==> src/rtl/block_scheduler_if.sv <==
// Host/datapath-side signal bundle for block_scheduler.
// drop_count_o exists only when BLOCK_SCHED_DROP_COUNT_EN is defined.
interface block_scheduler_if #(
  parameter int CNT_W = 16
);
  logic             run_i;
  logic             dc_valid_i;
  logic             goertzel_done_i;
  logic             en_o;
  logic             start_block_o;
  logic             busy_o;
  logic             block_done_o;
  logic [CNT_W-1:0] block_count_o;
  logic             timeout_err_o;
  logic [2:0]       state_o;
`ifdef BLOCK_SCHED_DROP_COUNT_EN
  logic [CNT_W-1:0] drop_count_o;

  modport slave (
    input  run_i, dc_valid_i, goertzel_done_i,
    output en_o, start_block_o, busy_o, block_done_o, block_count_o,
           timeout_err_o, state_o, drop_count_o
  );
  modport master (
    output run_i, dc_valid_i, goertzel_done_i,
    input  en_o, start_block_o, busy_o, block_done_o, block_count_o,
           timeout_err_o, state_o, drop_count_o
  );
`else
  modport slave (
    input  run_i, dc_valid_i, goertzel_done_i,
    output en_o, start_block_o, busy_o, block_done_o, block_count_o,
           timeout_err_o, state_o
  );
  modport master (
    output run_i, dc_valid_i, goertzel_done_i,
    input  en_o, start_block_o, busy_o, block_done_o, block_count_o,
           timeout_err_o, state_o
  );
`endif
endinterface

==> src/rtl/block_scheduler.sv <==
// Receiver sequencer: DC-blocker enable, settling, Goertzel block start/count/done with timeout.
// Optional dropped-sample counter enabled by defining BLOCK_SCHED_DROP_COUNT_EN.
module block_scheduler #(
  parameter int BLOCK_SIZE_POW2 = 15,
  parameter int SETTLE_SAMPLES  = 256,
  parameter int TIMEOUT_CYCLES  = 65536,
  parameter int CNT_W           = 16
) (
  input logic              clk,
  input logic              rst,
  block_scheduler_if.slave bus
);

  localparam logic [2:0] ST_IDLE      = 3'd0;
  localparam logic [2:0] ST_SETTLE    = 3'd1;
  localparam logic [2:0] ST_START     = 3'd2;
  localparam logic [2:0] ST_ACCUM     = 3'd3;
  localparam logic [2:0] ST_WAIT_DONE = 3'd4;

  localparam int SETTLE_W = (SETTLE_SAMPLES > 1) ? $clog2(SETTLE_SAMPLES) : 1;
  localparam int TO_W     = (TIMEOUT_CYCLES > 1) ? $clog2(TIMEOUT_CYCLES) : 1;

  localparam logic [SETTLE_W-1:0] SETTLE_LAST =
    SETTLE_W'((SETTLE_SAMPLES > 0) ? SETTLE_SAMPLES - 1 : 0);
  localparam logic [TO_W-1:0] TIMEOUT_LAST = TO_W'(TIMEOUT_CYCLES - 1);

  logic [2:0]                 state_q, state_d;
  logic [SETTLE_W-1:0]        settle_cnt_q, settle_cnt_d;
  logic [BLOCK_SIZE_POW2-1:0] sample_cnt_q, sample_cnt_d;
  logic [TO_W-1:0]            wait_cnt_q, wait_cnt_d;
  logic                       en_q, en_d;
  logic                       start_q, start_d;
  logic                       block_done_q, block_done_d;
  logic [CNT_W-1:0]           block_count_q, block_count_d;
  logic                       timeout_err_q, timeout_err_d;

  always_comb begin
    state_d       = state_q;
    settle_cnt_d  = settle_cnt_q;
    sample_cnt_d  = sample_cnt_q;
    wait_cnt_d    = '0;
    block_done_d  = 1'b0;
    block_count_d = block_count_q;
    timeout_err_d = timeout_err_q;

    case (state_q)
      ST_IDLE: begin
        settle_cnt_d = '0;
        if (bus.run_i) begin
          state_d = (SETTLE_SAMPLES > 0) ? ST_SETTLE : ST_START;
        end
      end
      ST_SETTLE: begin
        if (!bus.run_i) begin
          state_d = ST_IDLE;
        end else if (bus.dc_valid_i) begin
          if (settle_cnt_q == SETTLE_LAST) state_d = ST_START;
          else settle_cnt_d = settle_cnt_q + 1'b1;
        end
      end
      ST_START: begin
        sample_cnt_d = '0;
        state_d      = bus.run_i ? ST_ACCUM : ST_IDLE;
      end
      ST_ACCUM: begin
        if (!bus.run_i) begin
          state_d = ST_IDLE;
        end else if (bus.dc_valid_i) begin
          if (sample_cnt_q == '1) state_d = ST_WAIT_DONE;
          else sample_cnt_d = sample_cnt_q + 1'b1;
        end
      end
      ST_WAIT_DONE: begin
        // A done coincident with the timeout cycle counts as a normal completion.
        if (bus.goertzel_done_i) begin
          block_done_d  = 1'b1;
          block_count_d = block_count_q + 1'b1;
          state_d       = bus.run_i ? ST_START : ST_IDLE;
        end else if (wait_cnt_q == TIMEOUT_LAST) begin
          timeout_err_d = 1'b1;
          state_d       = bus.run_i ? ST_START : ST_IDLE;
        end else begin
          wait_cnt_d = wait_cnt_q + 1'b1;
        end
      end
      default: state_d = ST_IDLE;
    endcase

    en_d    = (state_d != ST_IDLE);
    start_d = (state_d == ST_START);
  end

  always_ff @(posedge clk) begin
    if (rst) begin
      state_q       <= ST_IDLE;
      settle_cnt_q  <= '0;
      sample_cnt_q  <= '0;
      wait_cnt_q    <= '0;
      en_q          <= 1'b0;
      start_q       <= 1'b0;
      block_done_q  <= 1'b0;
      block_count_q <= '0;
      timeout_err_q <= 1'b0;
    end else begin
      state_q       <= state_d;
      settle_cnt_q  <= settle_cnt_d;
      sample_cnt_q  <= sample_cnt_d;
      wait_cnt_q    <= wait_cnt_d;
      en_q          <= en_d;
      start_q       <= start_d;
      block_done_q  <= block_done_d;
      block_count_q <= block_count_d;
      timeout_err_q <= timeout_err_d;
    end
  end

  assign bus.en_o          = en_q;
  assign bus.busy_o        = en_q;
  assign bus.start_block_o = start_q;
  assign bus.block_done_o  = block_done_q;
  assign bus.block_count_o = block_count_q;
  assign bus.timeout_err_o = timeout_err_q;
  assign bus.state_o       = state_q;

`ifdef BLOCK_SCHED_DROP_COUNT_EN
  logic [CNT_W-1:0] drop_cnt_q, drop_cnt_d;

  // Samples arriving while no block is accumulating are lost to the Goertzel.
  always_comb begin
    drop_cnt_d = drop_cnt_q;
    if (bus.dc_valid_i && (state_q == ST_START || state_q == ST_WAIT_DONE) &&
        drop_cnt_q != '1) begin
      drop_cnt_d = drop_cnt_q + 1'b1;
    end
  end

  always_ff @(posedge clk) begin
    if (rst) drop_cnt_q <= '0;
    else     drop_cnt_q <= drop_cnt_d;
  end

  assign bus.drop_count_o = drop_cnt_q;
`endif

endmodule

==> src/flat_wrapper.sv <==
// flat-port wrapper written by rule: the top's interface ports become plain ports
module block_scheduler_flat 
#(
  parameter int BLOCK_SIZE_POW2 = 15,
  parameter int SETTLE_SAMPLES  = 256,
  parameter int TIMEOUT_CYCLES  = 65536,
  parameter int CNT_W           = 16
)
  (clk, rst, bus_run_i, bus_dc_valid_i, bus_goertzel_done_i, bus_en_o, bus_start_block_o, bus_busy_o, bus_block_done_o, bus_block_count_o, bus_timeout_err_o, bus_state_o);
  block_scheduler_if #(.CNT_W(CNT_W)) bus_i ();
  input logic clk;
  input logic rst;
  input wire logic [$bits(bus_i.run_i)-1:0] bus_run_i;
  input wire logic [$bits(bus_i.dc_valid_i)-1:0] bus_dc_valid_i;
  input wire logic [$bits(bus_i.goertzel_done_i)-1:0] bus_goertzel_done_i;
  output wire logic [$bits(bus_i.en_o)-1:0] bus_en_o;
  output wire logic [$bits(bus_i.start_block_o)-1:0] bus_start_block_o;
  output wire logic [$bits(bus_i.busy_o)-1:0] bus_busy_o;
  output wire logic [$bits(bus_i.block_done_o)-1:0] bus_block_done_o;
  output wire logic [$bits(bus_i.block_count_o)-1:0] bus_block_count_o;
  output wire logic [$bits(bus_i.timeout_err_o)-1:0] bus_timeout_err_o;
  output wire logic [$bits(bus_i.state_o)-1:0] bus_state_o;
  assign bus_i.run_i = bus_run_i;
  assign bus_i.dc_valid_i = bus_dc_valid_i;
  assign bus_i.goertzel_done_i = bus_goertzel_done_i;
  assign bus_en_o = bus_i.en_o;
  assign bus_start_block_o = bus_i.start_block_o;
  assign bus_busy_o = bus_i.busy_o;
  assign bus_block_done_o = bus_i.block_done_o;
  assign bus_block_count_o = bus_i.block_count_o;
  assign bus_timeout_err_o = bus_i.timeout_err_o;
  assign bus_state_o = bus_i.state_o;
  block_scheduler #(.BLOCK_SIZE_POW2(BLOCK_SIZE_POW2), .SETTLE_SAMPLES(SETTLE_SAMPLES), .TIMEOUT_CYCLES(TIMEOUT_CYCLES), .CNT_W(CNT_W)) u_core (.clk(clk), .rst(rst), .bus(bus_i));
endmodule
==> config.mk <==
export PLATFORM = sky130hd
export DESIGN_NAME = block_scheduler_flat
export DESIGN_NICKNAME = d
export VERILOG_FILES = /design/src/rtl/block_scheduler_if.sv /design/src/rtl/block_scheduler.sv /design/src/flat_wrapper.sv
export SDC_FILE = /design/constraint.sdc
export NUM_CORES = 1
export LEC_CHECK = 0
export CAP_MARGIN = 10
export CORE_UTILIZATION = 51
export CTS_CLUSTER_SIZE = 12
export DETAILED_ROUTE_END_ITERATION = 10
export GPL_ROUTABILITY_DRIVEN = 0
export HOLD_SLACK_MARGIN = 0.05
export PLACE_DENSITY = 0.8
export SLEW_MARGIN = 30
export SYNTH_ARGS = -nofsm -noshare
export SYNTH_HDL_FRONTEND = slang
export SYNTH_SLANG_ARGS = --single-unit
export TNS_END_PERCENT = 1
==> constraint.sdc <==
create_clock -name clk -period 2.1 [get_ports clk]
set_input_delay 0.42 -clock clk [delete_from_list [all_inputs] [get_ports clk]]
set_output_delay 0.42 -clock clk [all_outputs]
set_load 0.005 [all_outputs]
======== Word level (Yosys, flattened, before mapping) ========
Index checks and enable logic that the tools add are counted.
operators by class
  equality and inequality tests ........... 14
  div/mod/pow operators ................... 0
  $add $sub $neg .......................... 4
  shift operators ......................... 0
  reduce and logical (&&, ||, !) cells .... 10
  $mul .................................... 0
  magnitude comparators ................... 0
  mux-type cells .......................... 21
  bitwise gates (word level) .............. 2
operators by type and width
  cell                                                              count
  15-bit two-way mux                                                3
  16-bit by 1-bit adder with 16-bit output (second input constant)  2
  15-bit case mux with 2 select lines                               1
  3-bit two-way mux                                                 9
  8-bit two-way mux                                                 3
  16-bit == test (second input constant)                            1
  8-bit case mux with 2 select lines                                1
  15-bit by 1-bit adder with 15-bit output (second input constant)  1
  15-bit == test (second input constant)                            1
  3-bit case mux with 5 select lines                                1
  2-bit != test (second input constant)                             6
  3-bit by 2-bit == test with 1-bit output (second input constant)  3
  8-bit by 1-bit adder with 8-bit output (second input constant)    1
  8-bit == test (second input constant)                             1
  4-bit AND reduction                                               2
  2-bit two-way mux                                                 2
  2-bit nonzero test                                                2
  4-bit OR reduction                                                1
  3-bit by 1-bit == test with 1-bit output (second input constant)  1
  3-bit == test (second input constant)                             1
  3-bit logical NOT                                                 1
  3-bit AND reduction                                               1
  3-bit nonzero test                                                1
  1-bit NOT                                                         2
  3 further kinds                                                   3
storage, ports and cells
  output and inout port bits .............. 24
  memory bits (read-only) ................. 0
  bits in latches ......................... 0
  RAM bits ................................ 0
  flip-flop bits (word level) ............. 62
  memories kept ........................... 0

======== Depth between registers and ports, before layout ========
  word-level depth ........................ 6
  gate-level depth with buffers ........... 7
  gate-level depth less buffers ........... 6

======== Least setup slack after synthesis ========
Ideal clock, no wire load.
  kind .................................... register to register
  from .................................... register u_core.wait_cnt_q[0]
  to ...................................... register u_core.start_q (netlist: u_core.bus.start_block_o)
  slack ................................... 0.045 ns
  period minus slack after synthesis ...... 2.055 ns
  setup time .............................. 0.059 ns
  data arrival time ....................... 1.996 ns
  cell stages (with the launch flop) ...... 8
  cells stage by stage .................... dfxtp_1 ha_1 nand3_2 or3_1 buf_2 or4_4 a31oi_4 o211a_1
between the ends
  word-level cells in the longest chain between the ends .. 5
ends and longest elaborated chain
  item                                      RTL line                text
  start, declared                           block_scheduler.sv:30   logic [TO_W-1:0] wait_cnt_q, wait_cnt_d;
  start signal, assigned                    block_scheduler.sv:108  wait_cnt_q <= wait_cnt_d;
  16-bit == test                            block_scheduler.sv:79   end else if (wait_cnt_q == TIMEOUT_LAST) begin
  3-bit two-way mux                         block_scheduler.sv:79
  3-bit two-way mux                         block_scheduler.sv:75   if (bus.goertzel_done_i) begin
  3-bit case mux with 5 select lines        block_scheduler.sv:46   case (state_q)
  3-bit by 2-bit == test with 1-bit output  block_scheduler.sv:90   start_d = (state_d == ST_START);
  end signal, assigned                      block_scheduler.sv:110  start_q <= start_d;
  end, declared                             block_scheduler.sv:32   logic start_q, start_d;
No other way between the ends.
A chain may end at the register's enable or synchronous reset.

======== Worst setup path after layout ========
  from .................................... register u_core.wait_cnt_q[1]
  to ...................................... register u_core.start_q (netlist: u_core.bus.start_block_o)
Same word-level chain as after synthesis.

==> results.json <==
{
  "status": "finished, final reports clean",
  "ys.flop_type": "dfxtp_1",
  "grt_pass1_wl_mm": 10.7,
  "dieWidth_um": 77.3,
  "hold_viol": 0,
  "synthAdderAreaFrac": 0.0173,
  "async_flop_share": 0,
  "max-cap-violations": 0,
  "final_max_slew_viol_count": 0,
  "cts_made_buffers": 9,
  "fp.coreArea_sq_mm": 0.00547,
  "path_clk_slew_ps": 70,
  "start_util": 0.528,
  "grt_usage": 0.228,
  "ir_drop_mv": 0.571,
  "synth-simple-area-share": 0.294,
  "worstMarginPinSlew_ps": 581,
  "mostFrequentLayoutCells": "dfxtp_1, nor2_1, buf_4",
  "criticalPathCategory": "reg -> reg",
  "seq_area_frac_synth": 0.429,
  "nets": 402,
  "switchingPower_mw": 0.497,
  "holdWs_ps": 486,
  "avgSynthCellArea_sq_um": 8.58,
  "syn-cell-area_sq_mm": 0.00289,
  "arrival_ps": 2290,
  "synth_top_area_share": 0.429,
  "synth_xor_area_frac": 0.115,
  "power_leakage_nw": 1.26,
  "max_clock_freq_mhz": 500,
  "cts.path.max_buffers": 2,
  "drt_pass1_iterations": 4,
  "synth_top_family_by_area": "simple AND/OR/NAND/NOR gates",
  "synth_compound_area_frac": 0.106,
  "power_frac_comb": 0.027,
  "rsz0062_at_grt": "true",
  "vias": 2560,
  "port_buffers": 28,
  "fin_crit_ps": 2000,
  "multi_input_area_sq_mm": 0.00157,
  "syn-num-nets": 346,
  "num_rows": 27,
  "utilization": 0.671,
  "power.density_mw_per_mm2": 672,
  "mostFrequentLayoutCell": "dfxtp_1",
  "ys_ff_latch": 62,
  "hpwl_mm": 4.45,
  "cts_root_buf": "clkbuf_8",
  "crit_slowest_cell": "or4_4",
  "crit_path_max_incr_delay_ps": 540,
  "grt_max_degree": 20,
  "seqCellArea_sq_mm": 0.00124,
  "synthCells": 337,
  "ant_nets": 0,
  "clock_latency_ps": 340,
  "path_buf_inv": 0,
  "setup_viol": 0,
  "drt_wl_total_mm": 6.37,
  "die_area_sq_mm": 0.00597,
  "dp.cells": 454,
  "synth_warnings": 0,
  "synth_edf_count": 0,
  "tritoncts": "built",
  "instances_no_fill": 470,
  "fp.dieH_um": 77.3,
  "first_global_vias": 2407,
  "crit_family": "simple AND/OR/NAND/NOR gates",
  "relSlewSlack": 0.603,
  "grt_overflow": 0,
  "drive_above_1_share": 0.136,
  "finalSetupTns_ps": 0,
  "fin_skew_ps": 6.98,
  "p_int_mw": 1.97,
  "hold_class": "reg -> reg",
  "drc": 0,
  "drt_iter0_markers": 174,
  "via_per_inst": 5.45,
  "setup_ws_ps": 100,
  "worstPathMaxFanout": 3,
  "seqPwrFrac": 0.478,
  "synthTopCellsByArea": "dfxtp_1, nor2_1, xnor2_1",
  "antennaDiodeCount": 0,
  "cts.sinks": 62,
  "yosysTopAreaCell": "dfxtp_1",
  "p_clk_frac": 0.495,
  "io_pins": 29,
  "cp.required_ps": 2390,
  "period_share": 0.952,
  "area_delta_synth_final_pct": 27.1,
  "synth_mux_area_frac": 0.00692,
  "end_kind": "register",
  "holdBufCountCts": 0,
  "cts_max_level": 3,
  "synth_cell_types": 45,
  "drt-wirelength-per-cell_um": 13.5,
  "nFillCells": 468,
  "p_sw_frac": 0.201,
  "start_kind": "register",
  "antenna_found_initial": 0,
  "pre_cts_ws_ps": -106,
  "crit_chain": "ha_1 -> nand3_2 -> or3_1 -> or4_4 -> a31oi_4 -> o211a_1"
}
## metal layers
layer | GRT usage | vias up | share of wire
met5 | 0 | - | 0
li1 | - | 1300 | -
met1 | 0.290 | 1190 | 0.47
met4 | 0.121 | 0 | 0.020
met2 | 0.366 | 57 | 0.47
met3 | 0.0381 | 13 | 0.040
## stage by stage
stage                     total power, mW  area (sq um)
after floorplan                      1.24          2890
after global placement               1.27          3430
after detailed placement             1.27          3430
after CTS                            2.48          3660
after global routing                 2.54          3670
final                                2.47          3670
## registers in the layout, summed over array words and instances, names as in the netlist
| register | flops |
|---|---|
| u_core.bus.busy_o | 1 |
| u_core.bus.state_o | 3 |
| u_core.bus.block_count_o | 16 |
| u_core.wait_cnt_q | 16 |
| u_core.bus.block_done_o | 1 |
| u_core.settle_cnt_q | 8 |
| u_core.bus.timeout_err_o | 1 |
| u_core.bus.start_block_o | 1 |
| u_core.sample_cnt_q | 15 |
## timing repair
| item | in CTS | in global routing |
|---|---|---|
| setup buffers | 0 | 0 |
| resized for setup | 0 | 2 |
| endpoints found under the setup margin | 0 | 8 |
## worst min-delay path: cells and delay by family (launching register included)
kind,cells,cell delay (ps)
AND/OR/NAND/NOR,1,70
AO/OA/AOI/OAI,1,40
flip-flops,1,340
## final timing paths
kind                                               start                       end  slack (ps)  cells after the start
worst max-delay path                u_core.wait_cnt_q[1]  u_core.bus.start_block_o         100                      6
worst min-delay path            u_core.bus.timeout_err_o  u_core.bus.timeout_err_o         490                      2
worst max register to register      u_core.wait_cnt_q[1]  u_core.bus.start_block_o         100                      6
worst min register to register  u_core.bus.timeout_err_o  u_core.bus.timeout_err_o         490                      2
## cell usage after synthesis, drive strengths merged (4+ instances only)
| cell type | n |
|---|---|
| dfxtp | 62 |
| inv | 9 |
| nand4 | 13 |
| or2 | 4 |
| nand2 | 24 |
| nand3 | 17 |
| xnor2 | 20 |
| ha | 4 |
| a21oi | 14 |
| o21ai | 13 |
| nor2 | 53 |
| and3 | 6 |
| buf | 4 |
| clkbuf | 9 |
| nor4 | 5 |
| and4 | 7 |
| nor3 | 8 |
| xor2 | 18 |
| or3 | 9 |
## power by group through the flow
stage          Sequential (mW)  Clock [mW]  Combinational, mW
6_report                  1.18        1.22             0.0658
2_1_floorplan             1.21           0             0.0324
3_3_place_gp              1.21           0             0.0638
3_5_place_dp              1.21           0             0.0648
4_1_cts                   1.18        1.23             0.0654
5_1_grt                   1.18        1.28             0.0720
## cell type report
class | count | share of cell area
Clock buffer | 13 | 0.0460
Clock inverter | 3 | 0.0177
Inverter | 9 | 0.00919
Multi-Input combinational cell | 253 | 0.427
Sequential cell | 62 | 0.338
Tap cell | 72 | 0.0245
Timing Repair Buffer | 58 | 0.138
## cells by family after synthesis
kind of cell / Yosys count
flip-flops: 62
XOR/XNOR: 38
buffers and inverters: 22
adder cells (fa/ha/maj): 4
AO/OA/AOI/OAI: 46
multiplexers: 2
AND/OR/NAND/NOR: 163
Power figures use the tool's default switching activity.
